===== config.mk =====
export PLATFORM = sky130hd
export DESIGN_NAME = sprite_line_scheduler
export DESIGN_NICKNAME = d
export VERILOG_FILES = /design/src/rtl/sprite_line_scheduler.sv
export SDC_FILE = /design/constraint.sdc
export NUM_CORES = 1
export LEC_CHECK = 0
export ABC_AREA = 1
export BUFFER_PORTS_ARGS = -buffer_cell sky130_fd_sc_hd__buf_4
export CAP_MARGIN = 20
export CORE_MARGIN = 2
export CORE_UTILIZATION = 58
export DETAILED_ROUTE_END_ITERATION = 6
export PLACE_DENSITY = 0.82
export SKIP_LAST_GASP = 1
export SLEW_MARGIN = 20
export SYNTH_ARGS = -nofsm -noshare
export SYNTH_HDL_FRONTEND = slang
export SYNTH_SLANG_ARGS = --single-unit

===== constraint.sdc =====
create_clock -name Clk -period 4.3 [get_ports Clk]
set_input_delay 0.215 -clock Clk [delete_from_list [all_inputs] [get_ports Clk]]
set_output_delay 0.215 -clock Clk [all_outputs]
set_load 0.01 [all_outputs]

===== src/rtl/sprite_line_scheduler.sv =====
// sprite_line_scheduler: builds one scanline during horizontal blanking by
// walking the sprite table from the lowest priority (highest index) to the
// highest priority (index 0). Each sprite row that covers the line is read
// from the shared sprite ROM, and its opaque pixels go into the line buffer.
//
// Ports:
//   Clk, Reset_n        clock and asynchronous active-low reset
//   line_start, next_y  start pulse and the scanline to build
//   spr_en/spr_x/spr_y  per-sprite enable, left column and top row (10b each)
//   rom_addr, rom_data  sprite ROM port (the ROM registers the address)
//   lb_we/addr/data     line-buffer write port
//   busy, done, overrun scan status
module sprite_line_scheduler #(
  parameter int unsigned NUM_SPRITES = 4,
  parameter int unsigned SPR_W       = 55,
  parameter int unsigned SPR_H       = 41,
  parameter int unsigned ROM_ADDR_W  = 12,
  parameter int unsigned PIX_W       = 3,
  parameter int unsigned TRANSPARENT = 7,
  parameter int unsigned LINE_W      = 640
) (
  input  logic                      Clk,
  input  logic                      Reset_n,
  input  logic                      line_start,
  input  logic [9:0]                next_y,
  input  logic [NUM_SPRITES-1:0]    spr_en,
  input  logic [10*NUM_SPRITES-1:0] spr_x,
  input  logic [10*NUM_SPRITES-1:0] spr_y,
  output logic [ROM_ADDR_W-1:0]     rom_addr,
  input  logic [PIX_W-1:0]          rom_data,
  output logic                      lb_we,
  output logic [9:0]                lb_addr,
  output logic [PIX_W-1:0]          lb_data,
  output logic                      busy,
  output logic                      done,
  output logic                      overrun
);

  localparam int unsigned COORD_W = 10;
  localparam int unsigned EXT_W   = COORD_W + 1;
  localparam int unsigned IDX_W   = (NUM_SPRITES > 1) ? $clog2(NUM_SPRITES) : 1;
  localparam int unsigned COL_W   = $clog2(SPR_W);
  localparam int unsigned ROW_W   = $clog2(SPR_H);

  typedef enum logic [2:0] {IDLE, CHECK, FETCH, DRAIN, FINISH} state_t;

  state_t                      state;
  logic [IDX_W-1:0]            idx;
  logic [COORD_W-1:0]          y_q;
  logic [NUM_SPRITES-1:0]      en_q;
  logic [10*NUM_SPRITES-1:0]   x_q;
  logic [10*NUM_SPRITES-1:0]   sy_q;
  logic [ROW_W-1:0]            row;
  logic [COL_W-1:0]            col;

  // Screen column of the address on rom_addr, then of the data on rom_data.
  logic                        a_vld;
  logic [EXT_W-1:0]            a_col;
  logic                        d_vld;
  logic [EXT_W-1:0]            d_col;

  logic [COORD_W-1:0]          cur_sx;
  logic [COORD_W-1:0]          cur_sy;
  logic [EXT_W-1:0]            y_ext;
  logic [EXT_W-1:0]            sy_ext;
  logic                        hit;
  logic [ROM_ADDR_W-1:0]       fetch_addr;
  logic [EXT_W-1:0]            fetch_col;
  logic                        accept;

  // Per-sprite hit test and fetch address, all in 11 bits so nothing wraps.
  always_comb begin
    cur_sx     = x_q[COORD_W*idx +: COORD_W];
    cur_sy     = sy_q[COORD_W*idx +: COORD_W];
    y_ext      = {1'b0, y_q};
    sy_ext     = {1'b0, cur_sy};
    hit        = en_q[idx] && (y_ext >= sy_ext) && (y_ext < sy_ext + EXT_W'(SPR_H));
    fetch_addr = ROM_ADDR_W'(row) * ROM_ADDR_W'(SPR_W) + ROM_ADDR_W'(col);
    fetch_col  = {1'b0, cur_sx} + EXT_W'(col);
    // A start in the FINISH cycle chains straight into the next scan.
    accept     = line_start && ((state == IDLE) || (state == FINISH));
  end

  // Scan FSM, ROM address issue and line-buffer write pipeline.
  always_ff @(posedge Clk or negedge Reset_n) begin
    if (!Reset_n) begin
      state    <= IDLE;
      idx      <= '0;
      y_q      <= '0;
      en_q     <= '0;
      x_q      <= '0;
      sy_q     <= '0;
      row      <= '0;
      col      <= '0;
      a_vld    <= 1'b0;
      a_col    <= '0;
      d_vld    <= 1'b0;
      d_col    <= '0;
      rom_addr <= '0;
      lb_we    <= 1'b0;
      lb_addr  <= '0;
      lb_data  <= '0;
      busy     <= 1'b0;
      done     <= 1'b0;
      overrun  <= 1'b0;
    end else begin
      done    <= 1'b0;
      overrun <= 1'b0;
      a_vld   <= 1'b0;

      // ROM data arrives one cycle after its address; columns past the
      // visible line are dropped rather than wrapped.
      d_vld <= a_vld;
      d_col <= a_col;
      lb_we <= d_vld && (rom_data != PIX_W'(TRANSPARENT)) && (d_col < EXT_W'(LINE_W));
      if (d_vld) begin
        lb_addr <= d_col[COORD_W-1:0];
        lb_data <= rom_data;
      end

      case (state)
        IDLE: ;
        CHECK: begin
          if (hit) begin
            row   <= ROW_W'(y_ext - sy_ext);
            col   <= '0;
            state <= FETCH;
          end else if (idx == '0) begin
            state <= FINISH;
          end else begin
            idx <= idx - IDX_W'(1);
          end
        end
        FETCH: begin
          rom_addr <= fetch_addr;
          a_vld    <= 1'b1;
          a_col    <= fetch_col;
          if (col == COL_W'(SPR_W - 1)) state <= DRAIN;
          else                          col   <= col + COL_W'(1);
        end
        DRAIN: begin
          if (idx == '0) begin
            state <= FINISH;
          end else begin
            idx   <= idx - IDX_W'(1);
            state <= CHECK;
          end
        end
        FINISH: begin
          done  <= 1'b1;
          busy  <= 1'b0;
          state <= IDLE;
        end
        default: state <= IDLE;
      endcase

      if (accept) begin
        y_q   <= next_y;
        en_q  <= spr_en;
        x_q   <= spr_x;
        sy_q  <= spr_y;
        idx   <= IDX_W'(NUM_SPRITES - 1);
        busy  <= 1'b1;
        state <= CHECK;
      end

      if (line_start && ((state == CHECK) || (state == FETCH) || (state == DRAIN))) begin
        overrun <= 1'b1;
      end
    end
  end

endmodule

=== Word level (Yosys, flattened, before mapping) ===
Index checks and enable logic that the tools add are counted.

* $add $sub $neg: 6
* Mux-type cells: 20
* Magnitude comparators: 4
* $mul: 2
* Reduce and logical (&&, ||, !) cells: 18
* Shift-type cells: 2
* Equal/unequal tests: 12

{| class="wikitable"
|+ Operators by type and width
! operator !! count
|-
| 40-bit by 7-bit variable part select with 10-bit output || 2
|-
| 3-bit 2-to-1 mux || 5
|-
| 12-bit by 6-bit adder with 12-bit output || 1
|-
| 6-bit by 6-bit multiplier with 12-bit output (second input constant) || 1
|-
| 6-bit 2-to-1 mux || 2
|-
| 3-bit case mux with 4 select lines || 1
|-
| 6-bit case mux with 2 select lines || 1
|-
| 10-bit by 6-bit adder with 11-bit output || 1
|-
| 10-bit by 6-bit adder with 11-bit output (second input constant) || 1
|-
| 10-bit by 11-bit < comparator with 1-bit output || 1
|-
| 11-bit by 10-bit < comparator with 1-bit output (second input constant) || 1
|-
| 10-bit >= comparator || 1
|-
| 3-bit inequality test (second input constant) || 3
|-
| 6-bit by 1-bit adder with 6-bit output (second input constant) || 1
|-
| 3-bit by 2-bit equality test with 1-bit output (second input constant) || 2
|-
| 6-bit equality test (second input constant) || 1
|-
| 1-bit logical AND || 6
|-
| 1-bit 2-to-1 mux || 6
|-
| 2-bit 2-to-1 mux || 3
|-
| 2-bit inequality test (second input constant) || 3
|-
| 3-bit AND reduction || 2
|-
| 6-bit subtractor || 1
|-
| 3-bit by 2-bit multiplier with 5-bit output (first input constant) || 1
|-
| 4-bit inequality test (second input constant) || 1
|-
| other kinds (12) || 16
|}

* Bits in registers: 164

=== Depth between registers and ports, before layout ===
* Depth in word-level cells: 8
* Gate-level depth with buffers: 28
* Depth with buffers taken out: 24

=== Worst setup path before layout ===
No wires, ideal clock.

* Path type: register -> register
* Start: reg row[3]
* End: reg rom_addr[9]
* Stages on the path, launching flop included: 15
* Path slack: 0.783 ns
* Path buffers: 0
* Arrival time: 3.399 ns
* Required time: 4.182 ns
* Cells stage by stage: dfrtp_1 > fa_1 > ha_1 > inv_1 > fa_1 > fa_1 > inv_1 > ha_1 > nand2_1 > o21ai_0 > a21oi_1 > o21ai_0 > or2_2 > nand3_1 > nand2_1

* Longest elaborated chain between the ends: 2

{| class="wikitable"
|+ RTL lines
! what !! line !! text
|-
| start: declaration || 53 || <nowiki>logic [ROW_W-1:0] row;</nowiki>
|-
| start signal: assignment || 125 || <nowiki>row <= ROW_W'(y_ext - sy_ext);</nowiki>
|-
| 6-bit by 6-bit multiplier with 12-bit output || 78 || <nowiki>fetch_addr = ROM_ADDR_W'(row) * ROM_ADDR_W'(SPR_W) + ROM_ADDR_W'(col);</nowiki>
|-
| 12-bit by 6-bit adder with 12-bit output || 78 ||
|-
| end signal: assignment || 135 || <nowiki>rom_addr <= fetch_addr;</nowiki>
|-
| end: declaration || 29 || <nowiki>output logic [ROM_ADDR_W-1:0] rom_addr,</nowiki>
|}

Every way passes these cells.
A chain may end at the register's enable or synchronous reset.

=== Worst setup path after layout ===
* Start: reg row[4]
* End: reg rom_addr[9]

Same word-level chain as after synthesis.

==> results.cfg <==
[timing]
relSlewSlack = 0.424
clock_skew_ns = 0.0134
worstMarginPinSlew_ns = 0.863
period_minus_slack_ns = 3.76
max_freq_ghz = 0.266
setup_viol = 0
period_share = 0.874
rsz0062_at_grt = false
fin_ws_ns = 0.540
hold_viol_final = 0
slew_viol_final = 0
tns_ns = 0

[worst_setup_path]
endpoint = rom_addr[9]
crit_required_ns = 4.62
r2r_setup_slack_ns = 0.54
cp.arrival_ns = 4.08
start_kind = flop
ff2ff_path_depth = 16
startpoint = row[4]
crit_type = flop to flop
reg2reg_from = row[4]
r2r_end = rom_addr[9]
worst_setup_path_end_kind = flop
cp_max_fo = 6

[floorplan]
start_util = 0.595
io_pins = 129
die_h_um = 129
die-area_mm2 = 0.0166
rows = 45
core_mm2 = 0.0152
die_width_um = 129

[synth]
yosysUniqueCellTypes = 47
yosysTopAreaCell = dfrtp_1
synth_ff_type = dfrtp_1
synth_area_leaders = dfrtp_1, mux2_2, ha_1
ys_async_sr_fraction = 1.00
synthCells = 904
synth-seq-cells = 164
syn_area_per_cell_um2 = 10.0
ys_seq_area_frac = 0.454
synth_nets = 1083
synth_warnings = 0
yosysMostFrequentCell = nand2_1
synthesis.area_mm2 = 0.00904
yosysTopAreaCellShare = 0.454
ys_top_cells_by_count = nand2_1, dfrtp_1, mux2_2
synth-edff-count = 0

[global_route]
grt_pass1_vias = 6553
grtUsageTotal = 0.237
grt_max_degree = 99
antenna_found_initial = 0
overflow = 0
grt_pass1_wl_um = 31000

[clock_tree]
clock_sinks = 164
insertion_delay_ns = 0.43
clkTransAtPathRegs_ns = 0.06
cts_made_buffers = 17
cts_tree = yes
clk_path_buf_depth = 2
cts_root_buffer = clkbuf_16
cts_max_level = 4
ctsResizeCount = 0

[drt]
remaining_drc_errors = 0
routed-wl-met2_um = 9130
wl_met1_um = 8430
num_vias = 6707
routedWlPerCell_um = 15.1
viasPerCell = 5.46
top_layer = met4
first_pass_iters = 7
drtIter0Drc = 380
wl_um = 18600
drtAntennaViolNets = 0
met3WireLength_um = 645

[place]
dp_cells = 1198
place.gp.congestion = 0.903
post-dp-hpwl_um = 13600
pre_cts_slack_ns = 0.558
io_buffers = 128

[final_layout]
stdcell_count = 1228
n_antenna_cell = 0
drive_above_1_share = 0.290
syn_to_final_growth_pct = 18.1
layout.nets = 1209

[min_path]
hold_class = input pin to flop

[power_and_ir_drop]
powerDensity_mw_per_mm2 = 894
power_leakage_nw = 5.38
p_total_mw = 9.55
vdd_ir_drop_max_uv = 423

[run]
cap_violations = 0

[outcome]
outcome = completed
-- registers in the layout (all words and copies together) (netlist names), 2 cells and up --
register,flops
a_col,11
lb_addr,10
col,6
state,3
lb_data,3
d_col,11
y_q,10
sy_q,40
idx,2
x_q,40
en_q,4
rom_addr,12
row,6
-- worst min-delay path by stage --
stage / cells past startpoint / from / end / slack, ns
finish: 2 / spr_y[13] / sy_q[13] / 0.01
global placement: 0 / a_vld / d_vld / 0.33
CTS: 2 / spr_y[13] / sy_q[13] / 0.002
detailed placement: 0 / a_vld / d_vld / 0.35
floorplan: 0 / Reset_n / a_col[0] / -0.08
global route: 2 / spr_y[16] / sy_q[16] / 0.005
-- metrics by stage --
| stage | cell area (um^2) | util | hold slack (ns) |
|---|---|---|---|
| CTS | 10700 | 0.702 | 0.00162 |
| floorplan | 9040 | - | -0.0806 |
| global route | 10700 | 0.702 | 0.00456 |
| global placement | 10100 | 0.666 | 0.332 |
| finish | 10700 | 0.702 | 0.0137 |
| detailed placement | 10100 | 0.666 | 0.348 |
-- what timing repair did --
action,in CTS,in global routing
hold buffers,1,0
setup buffers,0,0
setup endpoints to repair,0,0
hold endpoints to repair,96,0
-- placed cells by master, fill, tap and decap left out, drive strengths merged --
cell type and instances:
mux2 100, o21bai 1, nor3b 1, clkinvlp 1
o22ai 8, a21oi 36, buf 137, xnor2 5
bufinv 1, a211oi 2, a32oi 3, nand2 181
clkinv 4, or2 6, and3 1, clkbuf 19
a31oi 2, nor2 60, fa 15, ha 64
nand3b 2, o21ai 50, dfrtp 164, inv 97
nand3 48, a22oi 1, o211ai 1, o21a 1
nor3 5, xor2 18, nand4 4, a32o 1
dlygate4sd3 1
-- layout make-up --
class / instances / area, um^2
inverters: 93 / 357
clock buffers: 19 / 443
fillers: 1169 / 4520
well taps: 188 / 235
clock inverters: 10 / 103
multi-input cells: 616 / 4390
repair buffers: 138 / 1040
flip-flops and latches: 164 / 4100
-- power by group --
group | switching, mW | internal (mW)
sequential | 0.447 | 2.24
clock | 0.617 | 0.810
combinational | 3.10 | 2.34
-- logic make-up after synthesis --
| logic type | Yosys count | synth area share |
|---|---|---|
| xor gates and xnor gates | 23 | 0.0223 |
| DFF | 164 | 0.454 |
| adders and majority gates | 79 | 0.122 |
| buffers and inverters | 124 | 0.0611 |
| AOI/OAI and AO/OA | 106 | 0.0678 |
| and+or+nand+nor | 308 | 0.149 |
| muxes | 100 | 0.125 |
-- layer usage --
layer / GRT usage / vias up
li1: - / 3244
met1: 0.319 / 3283
met2: 0.391 / 149
met3: 0.0462 / 31
met4: 0.0761 / 0
met5: 0 / -
-- critical path, stage by stage (launching register included) --
cell and delay [ns]:
dfrtp_1 0.47, inv_1 0.12, fa_1 0.49, inv_1 0.04, ha_1 0.17, inv_1 0.07
fa_1 0.44, fa_1 0.52, inv_1 0.04, ha_1 0.34, nand2_1 0.10, o21ai_0 0.12
a21oi_1 0.22, o21ai_0 0.12, or2_2 0.28, nand3_1 0.07, nand2_1 0.05
No activity file was read; power rests on OpenSTA's default activity.
